### src/rtl/scan_uart_bridge.sv
// scan_uart_bridge
//   UART (8N1) command bridge in front of the scan controller. A host sends
//   byte commands to pick a design on the chain, drive its inputs, and read
//   its outputs back after a completed scan.
//     'S' a1 a2 : active_select <= {a1[0], a2}, reply 'K'
//     'W' a1    : inputs <= a1, reply 'K'
//     'R'       : wait for a fresh ready rising edge, reply captured outputs
//                 (reply 'E' if none arrives within TIMEOUT cycles)
//     other     : reply '?'
// Ports
//   clk           system clock, shared with the scan controller
//   reset         asynchronous active-high reset
//   uart_rx       serial in, idle high, asynchronous to clk
//   uart_tx       serial out, idle high
//   active_select design index to the controller
//   inputs        value driven into the selected design
//   outputs       selected design's outputs from the controller
//   ready         controller scan-complete flag
module scan_uart_bridge #(
    parameter int CLKS_PER_BIT = 104,
    parameter int TIMEOUT      = 1000000
) (
    input  logic       clk,
    input  logic       reset,
    input  logic       uart_rx,
    output logic       uart_tx,
    output logic [8:0] active_select,
    output logic [7:0] inputs,
    input  logic [7:0] outputs,
    input  logic       ready
);

    localparam int CW = $clog2(CLKS_PER_BIT);
    localparam int TW = $clog2(TIMEOUT + 1);
    localparam logic [CW-1:0] BIT_LAST  = CW'(CLKS_PER_BIT - 1);
    localparam logic [CW-1:0] HALF_LAST = CW'(CLKS_PER_BIT / 2 - 1);
    localparam logic [TW-1:0] TMO_LAST  = TW'(TIMEOUT - 1);
    localparam logic [TW-1:0] TMO_MAX   = TW'(TIMEOUT);

    typedef enum logic [1:0] {RX_IDLE, RX_START, RX_DATA, RX_STOP} rx_state_t;
    typedef enum logic [2:0] {IDLE, ARG1, ARG2, WAIT_RDY, REPLY, REPLY_WAIT} state_t;

    // ---------------- receiver ----------------
    logic            rx_s1_q, rx_s2_q, rx_s3_q;
    rx_state_t       rx_state_q, rx_state_d;
    logic [CW-1:0]   rx_cnt_q, rx_cnt_d;
    logic [2:0]      rx_bit_q, rx_bit_d;
    logic [7:0]      rx_shift_q, rx_shift_d;
    logic            rx_valid;
    logic            rx_fall;

    // rx_s3_q only exists to find the falling edge, so a line left low after
    // a framing error cannot start a new byte until it has gone high again.
    assign rx_fall = rx_s3_q & ~rx_s2_q;

    always_comb begin
        rx_state_d = rx_state_q;
        rx_cnt_d   = rx_cnt_q + 1'b1;
        rx_bit_d   = rx_bit_q;
        rx_shift_d = rx_shift_q;
        rx_valid   = 1'b0;
        case (rx_state_q)
            RX_IDLE: begin
                rx_cnt_d = '0;
                if (rx_fall) rx_state_d = RX_START;
            end
            RX_START: begin
                if (rx_cnt_q == HALF_LAST) begin
                    rx_cnt_d   = '0;
                    rx_bit_d   = '0;
                    // still high at mid start bit: a glitch, not a start
                    rx_state_d = rx_s2_q ? RX_IDLE : RX_DATA;
                end
            end
            RX_DATA: begin
                if (rx_cnt_q == BIT_LAST) begin
                    rx_cnt_d   = '0;
                    rx_shift_d = {rx_s2_q, rx_shift_q[7:1]};
                    rx_bit_d   = rx_bit_q + 3'd1;
                    if (rx_bit_q == 3'd7) rx_state_d = RX_STOP;
                end
            end
            RX_STOP: begin
                if (rx_cnt_q == BIT_LAST) begin
                    rx_state_d = RX_IDLE;
                    rx_valid   = rx_s2_q;  // stop=0 drops the byte
                end
            end
            default: rx_state_d = RX_IDLE;
        endcase
    end

    always_ff @(posedge clk or posedge reset) begin
        if (reset) begin
            rx_s1_q    <= 1'b1;
            rx_s2_q    <= 1'b1;
            rx_s3_q    <= 1'b1;
            rx_state_q <= RX_IDLE;
            rx_cnt_q   <= '0;
            rx_bit_q   <= '0;
            rx_shift_q <= '0;
        end else begin
            rx_s1_q    <= uart_rx;
            rx_s2_q    <= rx_s1_q;
            rx_s3_q    <= rx_s2_q;
            rx_state_q <= rx_state_d;
            rx_cnt_q   <= rx_cnt_d;
            rx_bit_q   <= rx_bit_d;
            rx_shift_q <= rx_shift_d;
        end
    end

    // ---------------- transmitter ----------------
    logic            tx_q, tx_busy_q, tx_start;
    logic [8:0]      tx_shift_q;
    logic [CW-1:0]   tx_cnt_q;
    logic [3:0]      tx_bit_q;
    logic [7:0]      reply_q, reply_d;

    // Bit 0 is the start bit, 1..8 data, 9 stop; each bit holds CLKS_PER_BIT.
    always_ff @(posedge clk or posedge reset) begin
        if (reset) begin
            tx_q       <= 1'b1;
            tx_busy_q  <= 1'b0;
            tx_shift_q <= '1;
            tx_cnt_q   <= '0;
            tx_bit_q   <= '0;
        end else if (tx_start) begin
            tx_q       <= 1'b0;
            tx_busy_q  <= 1'b1;
            tx_shift_q <= {1'b1, reply_q};
            tx_cnt_q   <= '0;
            tx_bit_q   <= '0;
        end else if (tx_busy_q) begin
            if (tx_cnt_q == BIT_LAST) begin
                tx_cnt_q   <= '0;
                tx_bit_q   <= tx_bit_q + 4'd1;
                tx_q       <= tx_shift_q[0];
                tx_shift_q <= {1'b1, tx_shift_q[8:1]};
                if (tx_bit_q == 4'd9) begin
                    tx_busy_q <= 1'b0;
                    tx_q      <= 1'b1;
                end
            end else begin
                tx_cnt_q <= tx_cnt_q + 1'b1;
            end
        end
    end

    // ---------------- command FSM ----------------
    state_t          state_q, state_d;
    logic            is_sel_q, is_sel_d;
    logic            sel_hi_q, sel_hi_d;
    logic [8:0]      sel_q, sel_d;
    logic [7:0]      inputs_q, inputs_d;
    logic [TW-1:0]   tmo_q, tmo_d;
    logic            rdy_prev_q;
    logic            rdy_edge, tmo_hit;

    assign rdy_edge = ready & ~rdy_prev_q;
    assign tmo_hit  = (tmo_q == TMO_LAST);

    always_comb begin
        state_d  = state_q;
        is_sel_d = is_sel_q;
        sel_hi_d = sel_hi_q;
        sel_d    = sel_q;
        inputs_d = inputs_q;
        reply_d  = reply_q;
        tx_start = 1'b0;
        case (state_q)
            IDLE: begin
                if (rx_valid) begin
                    case (rx_shift_q)
                        8'h53:   begin is_sel_d = 1'b1; state_d = ARG1; end
                        8'h57:   begin is_sel_d = 1'b0; state_d = ARG1; end
                        8'h52:   state_d = WAIT_RDY;
                        default: begin reply_d = 8'h3F; state_d = REPLY; end
                    endcase
                end
            end
            ARG1: begin
                if (rx_valid) begin
                    if (is_sel_q) begin
                        sel_hi_d = rx_shift_q[0];
                        state_d  = ARG2;
                    end else begin
                        inputs_d = rx_shift_q;
                        reply_d  = 8'h4B;
                        state_d  = REPLY;
                    end
                end else if (tmo_hit) begin
                    state_d = IDLE;
                end
            end
            ARG2: begin
                if (rx_valid) begin
                    sel_d   = {sel_hi_q, rx_shift_q};
                    reply_d = 8'h4B;
                    state_d = REPLY;
                end else if (tmo_hit) begin
                    state_d = IDLE;
                end
            end
            WAIT_RDY: begin
                // edge checked first so it wins over a coincident timeout
                if (rdy_edge) begin
                    reply_d = outputs;
                    state_d = REPLY;
                end else if (tmo_hit) begin
                    reply_d = 8'h45;
                    state_d = REPLY;
                end
            end
            REPLY: begin
                tx_start = 1'b1;
                state_d  = REPLY_WAIT;
            end
            REPLY_WAIT: begin
                if (!tx_busy_q) state_d = IDLE;
            end
            default: state_d = IDLE;
        endcase

        if ((state_d != state_q) || rx_valid) tmo_d = '0;
        else if (tmo_q != TMO_MAX)            tmo_d = tmo_q + 1'b1;
        else                                  tmo_d = tmo_q;
    end

    always_ff @(posedge clk or posedge reset) begin
        if (reset) begin
            state_q    <= IDLE;
            is_sel_q   <= 1'b0;
            sel_hi_q   <= 1'b0;
            sel_q      <= '0;
            inputs_q   <= '0;
            reply_q    <= '0;
            tmo_q      <= '0;
            rdy_prev_q <= 1'b1;  // a ready already high out of reset is not an edge
        end else begin
            state_q    <= state_d;
            is_sel_q   <= is_sel_d;
            sel_hi_q   <= sel_hi_d;
            sel_q      <= sel_d;
            inputs_q   <= inputs_d;
            reply_q    <= reply_d;
            tmo_q      <= tmo_d;
            rdy_prev_q <= ready;
        end
    end

    assign uart_tx       = tx_q;
    assign active_select = sel_q;
    assign inputs        = inputs_q;

endmodule

### config.mk
export PLATFORM = sky130hd
export DESIGN_NAME = scan_uart_bridge
export DESIGN_NICKNAME = d
export VERILOG_FILES = /design/src/rtl/scan_uart_bridge.sv
export SDC_FILE = /design/constraint.sdc
export NUM_CORES = 1
export LEC_CHECK = 0
export BUFFER_PORTS_ARGS = -buffer_cell sky130_fd_sc_hd__buf_4
export CAP_MARGIN = 40
export CORE_MARGIN = 10
export CORE_UTILIZATION = 45
export CTS_BUF_LIST = sky130_fd_sc_hd__clkbuf_4
export DETAILED_ROUTE_END_ITERATION = 6
export PLACE_DENSITY = 0.59
export SYNTH_ARGS = -nofsm -noshare
export SYNTH_HDL_FRONTEND = slang
export SYNTH_SLANG_ARGS = --single-unit
### constraint.sdc
create_clock -name clk -period 7.25 [get_ports clk]
set_input_delay 1.0875 -clock clk [delete_from_list [all_inputs] [get_ports clk]]
set_output_delay 1.0875 -clock clk [all_outputs]
set_load 0.01 [all_outputs]
# Word level (Yosys, flattened, before mapping)
# Index checks and enable logic that the tools add are counted.
# totals
input_bits	12
regBits	96
wordCells	134
output_inout_bits	18
# classes
eq_ne	30
mux	54
n_bitwise	5
n_reduce_logical	20
add_sub_neg	5
# op_table
cell	count
8-bit two-way mux	7
20-bit two-way mux	2
7-bit two-way mux	5
8-bit case mux with 4 select lines	1
3-bit two-way mux	10
9-bit two-way mux	3
8-bit by 7-bit == test with 1-bit output, second input constant	3
7-bit case mux with 3 select lines	1
20-bit by 1-bit adder with 20-bit output, second input constant	1
20-bit == test, second input constant	1
2-bit inequality test, second input constant	10
20-bit inequality test, second input constant	1
3-bit case mux with 6 select lines	1
7-bit by 1-bit adder with 7-bit output, second input constant	2
7-bit == test, second input constant	2
2-bit two-way mux	6
4-bit two-way mux	3
3-bit case mux with 2 select lines	2
3-bit AND reduction	4
1-bit two-way mux	11
2-bit nonzero test	5
3-bit == test, second input constant	3
2-bit case mux with 4 select lines	1
7-bit by 6-bit == test with 1-bit output, second input constant	1
other kinds (21)	28

# Logic depth before layout (Yosys ltp)
# Gate-level depths: netlist of run 1.
# logic_depth
ltp_word	8
mapped_depth	9
depth_no_buf	7

# Worst setup path after synthesis of run 1
# OpenSTA, ideal clock, no wires.
# synth_timing
path_type	in2reg
from	input port ready
to	register tmo_q[14]
slack_ns	4.889
required_ns	7.170
path_stages	7
path_buffers	1
t_arrival_ns	2.281
setup_ns	0.080
path_cell_list	nor2b_1 > nand2_1 > o21ai_2 > o41ai_2 > mux2_4 > buf_6 > nor3_2
# synth_via
elab_chain_len	6
word_cells_on_any_way	7
classes_between	eq/ne (1); mux (3); bitwise (1); reduce/logical (2)
# synth_lines
element	line_no	text
start, declared	30	input logic ready
1-bit bitwise AND (*)	160	assign rdy_edge = ready & ~rdy_prev_q;
3-bit two-way mux (*)	207	if (rdy_edge) begin
3-bit case mux with 6 select lines (*)	171	case (state_q)
net state_d[0]	151	state_t state_q, state_d;
3-bit inequality test (*)	225	if ((state_d != state_q) || rx_valid) tmo_d = '0;
1-bit logical OR (*)	225	
20-bit two-way mux / 2-bit nonzero test (equally long branches)	n/a	
end signal, assigned	247	tmo_q <= tmo_d;
end, declared	156	logic [TW-1:0] tmo_q, tmo_d;
# Mark *: on every way through the listed nets, which the timed path passes. The rest lies on a longest branch.
# A chain may end at the register's enable or synchronous reset.

# Worst setup path after layout of run 1
# layout_timing
from	register state_q[0]
to	register tmo_q[14]
# layout_via
elab_chain_len	6
word_cells_on_any_way	18
classes_between	eq/ne (6); mux (9); reduce/logical (3)
# layout_lines
element	line_no	text
start, declared	151	
start signal, assigned	241	state_q <= state_d;
3-bit two-way mux (on tied branches)	210, 192, 201	
3-bit two-way mux (on tied branches)	207, 183, 197	
3-bit case mux with 6 select lines (*)	171	
net state_d[0]	151	
3-bit inequality test (*)	225	
1-bit logical OR (*)	225	
20-bit two-way mux / 2-bit nonzero test (equally long branches)	n/a	
# Marked as above.

==> reports/metrics.yaml, run 1 <==
status: "finished clean"
drt.antenna.violating_nets: 0
netlist_top_cells_area: "dfrtp_1 (44%), dfstp_2 (7.4%), nand2_1 (5.4%), mux2_2 (4.6%), nor2_1 (4.0%)"
clkTransAtPathRegs_ns: 0.14
grt_pass1_wl_mm: 15.6
p_comb_frac: 0.160
first_pass_iters: 4
hold_viol: 0
critical_path.reg2reg.startpoint: "state_q[0]"
synth-xor-area-share: 0.0529
netlist_area_sq_um: 4640
synth_compound_area_frac: 0.0744
core-area_sq_um: 10200
worstMarginPinSlew_ns: 0.819
hold_path_end: "rx_s2_q"
clkPwrFrac: 0.273
hold_buffers: 0
cts_made_buffers: 9
total_leakage_power_nw: 2.32
io_pins: 30
intPower_uw: 842
placed_area_sq_um: 4950
regArea_sq_um: 2390
setup_tns_ns: 0
synth_fa_ha_area_frac: 0.0216
synth_ff_type: "dfrtp_1"
required_ns: 7.62
arrival_ns: 3.04
worst-path-max-fanout: 20
drv_cap: 0
die_h_um: 122
place_hpwl_mm: 6.18
hold_depth: 0
p_switching_uw: 355
cts_setup_buffers: 0
p_per_area_nw_per_um2: 234
yosysTopAreaCellShare: 0.442
die-area_sq_um: 14800
die_x_um: 122
hp-class: "reg -> reg"
seqPwrFrac: 0.566
grt_pass1_vias: 3359
clock-sinks: 95
grt_overflow_total: 0
async_reset_ff_frac: 1.00
start_kind: "register"
drc: 0
drive_above_1_share: 0.217
p_sw_frac: 0.296
synth_top_area_cell: "dfrtp_1"
rrSetupSlack_ns: 4.58
cts_tree: "yes"
synth_edf_count: 0
clk_latency_ns: 0.45
multi_input_area_sq_um: 2090
final_cell_area_sq_um: 5110
synthSimpleGateAreaFrac: 0.234
port_buffers: 29
r2r_cells: 6
finalMaxSlewViolations: 0
fmax_mhz: 375
post_cts_resized: 0
power.total_mw: 1.20
slew_headroom: 0.454
rsz0062_at_grt: "no"
min_from: "rx_s1_q"
synth_top_family_by_area: "simple AND/OR/NAND/NOR gates"
wl_per_cell_um: 14.4
diodes: 0
synth_mux_area_frac: 0.0666
nFillCells: 982
track_usage: 0.128
htree_levels: 3
yosys_warnings: 0
avgSynthCellArea_sq_um: 10.2
clockBufferDepth: 2
period_needed_ns: 2.67
area_delta_synth_final_pct: 10.2
cts_root_buf: "clkbuf_4"
setup_viol: 0
antenna_found_initial: 0
irDropWorstVdd_mv: 0.0877
drt-vias-per-instance: 5.20
synth_nets: 475
ys_types: 54
gp_congestion: 0.819
fin_crit_sh: 0.368
start_util: 0.456
vias: 3220
crit_type: "reg -> reg"
grt_max_degree: 66
fin_nets: 498
crit_path_end_kind: "register"
clock_skew_ns: 0.0191
wirelength_mm: 8.92
worstReg2RegEnd: "tmo_q[14]"
ys_ff_latch: 95
dr.first_iter.drc_count: 191
seq_area_frac_synth: 0.516
num_rows: 37
synth_cells: 455
-- routing by layer --
metal	global-route usage	vias up	wire length [um]
met4	0.0574	0	128
met1	0.154	1563	4080
li1	-	1615	-
met5	0	-	0
met2	0.214	32	4420
met3	0.0278	10	295
-- kinds of logic (layout without fill, tap and decap cells) --
group / after synthesis / count (layout)
and+or+nand+nor: 213 / 213
xor gates and xnor gates: 28 / 28
DFF: 95 / 95
adders and majority gates: 8 / 8
buffers and inverters: 31 / 59
muxes: 28 / 28
AOI/OAI and AO/OA: 52 / 52
-- through the flow --
step / cells / util / setup WS (ns) / hold WS, ns
4_1_cts: 619 / 0.502 / 4.56 / 0.369
3_3_place_gp: 602 / 0.484 / 4.68 / 0.347
3_5_place_dp: 603 / 0.486 / 4.57 / 0.349
6_report: 619 / 0.502 / 4.58 / 0.367
5_1_grt: 619 / 0.502 / 4.42 / 0.370
2_1_floorplan: 455 / - / 3.71 / 0.345
-- cells in the mapped netlist, types with 2 or more instances --
| master | instances |
|---|---|
| a211oi_1 | 3 |
| a21oi_1 | 12 |
| a22oi_1 | 2 |
| and3_1 | 8 |
| buf_2 | 4 |
| buf_4 | 2 |
| buf_6 | 4 |
| clkbuf_1 | 9 |
| dfrtp_1 | 82 |
| dfstp_2 | 13 |
| ha_1 | 8 |
| inv_1 | 11 |
| mux2_2 | 19 |
| mux2i_1 | 8 |
| nand2_1 | 67 |
| nand2b_1 | 5 |
| nand3_1 | 18 |
| nand3b_1 | 2 |
| nand4_1 | 10 |
| nor2_1 | 50 |
| nor2b_1 | 5 |
| nor3_1 | 15 |
| nor3_2 | 11 |
| nor4_1 | 3 |
| nor4bb_1 | 2 |
| o21ai_0 | 18 |
| o21ai_1 | 5 |
| o31ai_1 | 2 |
| o41ai_2 | 2 |
| or2_2 | 3 |
| or3_1 | 2 |
| or4_1 | 2 |
| xnor2_1 | 9 |
| xor2_1 | 19 |
-- power by group through the flow --
stage | Combinational, mW | Sequential (mW) | Clock [mW]
after detailed placement | 0.195 | 0.687 | 0
after floorplan | 0.180 | 0.659 | 0
after global placement | 0.185 | 0.685 | 0
final | 0.192 | 0.678 | 0.327
after CTS | 0.196 | 0.677 | 0.338
after global routing | 0.226 | 0.689 | 0.360
-- cell type report --
type	count	area share
Clock buffer	10	0.0147
Sequential cell	95	0.468
Inverter	11	0.00832
Clock inverter	6	0.0176
Multi-Input combinational cell	329	0.409
Timing Repair Buffer	32	0.0485
Tap cell	136	0.0333
-- how the worst max path moves through the flow --
stage / to / cells past startpoint / start
final: tmo_q[14] / 6 / state_q[0]
after global routing: tmo_q[19] / 6 / state_q[0]
after CTS: tmo_q[14] / 6 / state_q[0]
after detailed placement: tmo_q[14] / 6 / state_q[0]
after global placement: tmo_q[14] / 7 / ready
after floorplan: asynchronous set/reset pin / 1 / reset
-- critical path, stage by stage (launching register included) --
cell and delay [ns]:
dfrtp_1 0.57, or2_2 0.36, nor4_1 0.63, a31oi_1 0.22, o41ai_2 0.13, mux2_4 0.47
nor3_2 0.22
-- placed cells by master (no fill, tap or decap), types with 3 or more instances in the layout --
cell type  instances
a211oi_1           3
a21oi_1           12
and3_1             8
buf_4             31
clkbuf_4          10
dfrtp_1           82
dfstp_2           13
ha_1               8
inv_1             10
mux2_2            19
mux2i_1            8
nand2_1           67
nand2b_1           5
nand3_1           18
nand4_1           10
nor2_1            50
nor2b_1            5
nor3_1            15
nor3_2            11
o21ai_0           18
o21ai_1            5
or2_2              3
xnor2_1            9
xor2_1            19
-- registers in the layout, indices dropped and copies added (netlist names), named ones only --
register / count
tx_busy_q: 1
rx_bit_q: 3
sel_hi_q: 1
rx_s2_q: 1
rdy_prev_q: 1
active_select: 9
rx_s3_q: 1
tx_bit_q: 4
inputs: 8
uart_tx: 1
tmo_q: 20
rx_state_q: 1
rx_s1_q: 1
tx_cnt_q: 7
reply_q: 8
rx_shift_q: 8
is_sel_q: 1
state_q: 3
rx_cnt_q: 7
tx_shift_q: 8
Note: power is estimated with default switching activity, not from simulation.
==> run 2, diff against run 1 <==
--- a/config.mk
+++ b/config.mk
@@ -11,7 +11,7 @@
 export CORE_UTILIZATION = 45
 export CTS_BUF_LIST = sky130_fd_sc_hd__clkbuf_4
 export DETAILED_ROUTE_END_ITERATION = 6
-export PLACE_DENSITY = 0.59
+export PLACE_DENSITY = 0.62
 export SYNTH_ARGS = -nofsm -noshare
 export SYNTH_HDL_FRONTEND = slang
 export SYNTH_SLANG_ARGS = --single-unit
==> constraint.sdc (replaced) <==
create_clock -name clk -period 2.4 [get_ports clk]
set_input_delay 0.36 -clock clk [delete_from_list [all_inputs] [get_ports clk]]
set_output_delay 0.36 -clock clk [all_outputs]
set_load 0.01 [all_outputs]
==> reports/metrics.yaml, run 2 (synthesis results as in run 1) <==
status: "finished clean"
worstMarginPinSlew_ns: 0.678
finalMaxSlewViolations: 0
hold-worst-slack_ns: 0.0468
htree_levels: 3
grt_overflow_total: 0
wl_per_cell_um: 14.1
grt_pass1_vias: 3487
wirelength_mm: 9.09
area_delta_synth_final_pct: 15.6
p_per_area_nw_per_um2: 674
clock_skew_ns: 0.0151
track_usage: 0.130
num_rows: 37
arrival_ns: 2.69
largest_reg_flops: 20
utilization: 0.527
drv_cap: 0
grt_max_degree: 54
top_register: "tmo_q"
drive_above_1_share: 0.259
hold_viol: 0
total_leakage_power_nw: 2.45
diodes: 0
clock-sinks: 95
slew_headroom: 0.548
final_common_cell: "dfrtp_1"
met1_usage: 0.161
first_pass_iters: 4
top_regs: "tmo_q x20, active_select x9"
die_h_um: 122
grt_pass1_wl_mm: 16.1
cp_cell_sequence: "nand2_1 > or4_4 > buf_4 > o21ai_2 > o41ai_4 > mux2_4 > nor3_2"
dr.first_iter.drc_count: 228
setup_viol: 0
busiest_layer: "met2"
start_util: 0.456
power.total_mw: 3.61
max_stage_delay_ns: 0.58
fin_crit_sh: 0.963
port_buffers: 29
use_met3: 0.0347
cts_tree: "yes"
die_x_um: 122
fin_nets: 524
die-area_sq_um: 14800
gp_congestion: 0.832
period_needed_ns: 2.31
start_kind: "register"
io_pins: 30
final_cell_mix: "dfrtp_1 (82), nand2_1 (67), buf_4 (51)"
drt-vias-per-instance: 5.23
clkTransAtPathRegs_ns: 0.15
clockBufferDepth: 2
drc: 0
drt.antenna.violating_nets: 0
grt_use_met2: 0.215
crit_type: "reg -> reg"
cts_root_buf: "clkbuf_4"
critPathSlowestCell: "dfstp_2"
vias: 3375
fmax_mhz: 433
cts_made_buffers: 9
worst-path-max-fanout: 7
hp-class: "in -> async"
place_hpwl_mm: 6.17
clk_latency_ns: 0.45
antenna_found_initial: 0
irDropWorstVdd_mv: 0.354
crit_path_end_kind: "register"
core-area_sq_um: 10200
required_ns: 2.78
[run 2: cell types whose count changed in the layout (fill, tap and decap cells not counted), sizes merged]
cell / before / now
bufinv: 2 / 1
inv: 12 / 13
dlygate4sd3: 0 / 2
buf: 32 / 54
clkinvlp: 0 / 2
clkinv: 3 / 2
mux2: 20 / 22
clkbuf: 10 / 9
[run 2: area by class of cell]
| cell class | count | area (sq um) |
|---|---|---|
| flip-flops and latches | 95 | 2390 |
| inverters | 11 | 45.0 |
| fillers | 941 | 4820 |
| clock inverters | 7 | 86.3 |
| repair buffers | 56 | 463 |
| multi-input cells | 331 | 2140 |
| clock buffers | 9 | 67.6 |
| well taps | 136 | 170 |
[run 2: worst max-delay path, delay by kind of cell (launching register included)]
kind,cells,cell delay (ns)
AND/OR/NAND/NOR,3,0.82
AO/OA/AOI/OAI,2,0.26
flip-flops,1,0.58
buffers and inverters,1,0.18
multiplexers,1,0.40
[run 2: routing by layer]
metal | wire [um] | vias to the layer above
met1 | 4180 | 1657
li1 | - | 1670
met3 | 272 | 9
met2 | 4520 | 39
met5 | 0 | -
met4 | 119 | 0
[run 2: final timing paths]
kind,startpoint,slack (ns),cells after the start,end
hold / removal,reset,0.05,3,rx_cnt_q[4]
hold reg to reg,rx_s1_q,0.37,0,rx_s2_q
min in group clk,outputs[7],0.12,2,reply_q[7]
setup reg to reg,rx_s2_q,0.09,7,tmo_q[6]
setup / recovery,rx_s2_q,0.09,7,tmo_q[6]
max in group asynchronous,reset,1.84,3,tx_busy_q
[run 2: power by group]
| part | switching, mW | internal (mW) |
|---|---|---|
| sequential | 0.187 | 1.85 |
| combinational | 0.357 | 0.289 |
| clock | 0.592 | 0.340 |
[run 2: timing repair]
item	4_1_cts	5_1_grt
hold buffers	2	0
pin swaps	1	0
setup buffers	0	2
endpoints found under the hold margin	2	0
cloned	1	1
setup endpoints to repair	3	12
gates resized for setup	0	4
[run 2: per-stage QoR]
stage          std cells  setup WS, ns  instance area, sq um  setup TNS [ns]
6_report             645        0.0885                  5360               0
5_1_grt              645      -0.00816                  5360         -0.0126
4_1_cts              642        0.0272                  5320               0
3_5_place_dp         623       -0.0117                  5130         -0.0150
3_3_place_gp         623        0.0474                  5130               0
2_1_floorplan        455        0.0560                  4640               0
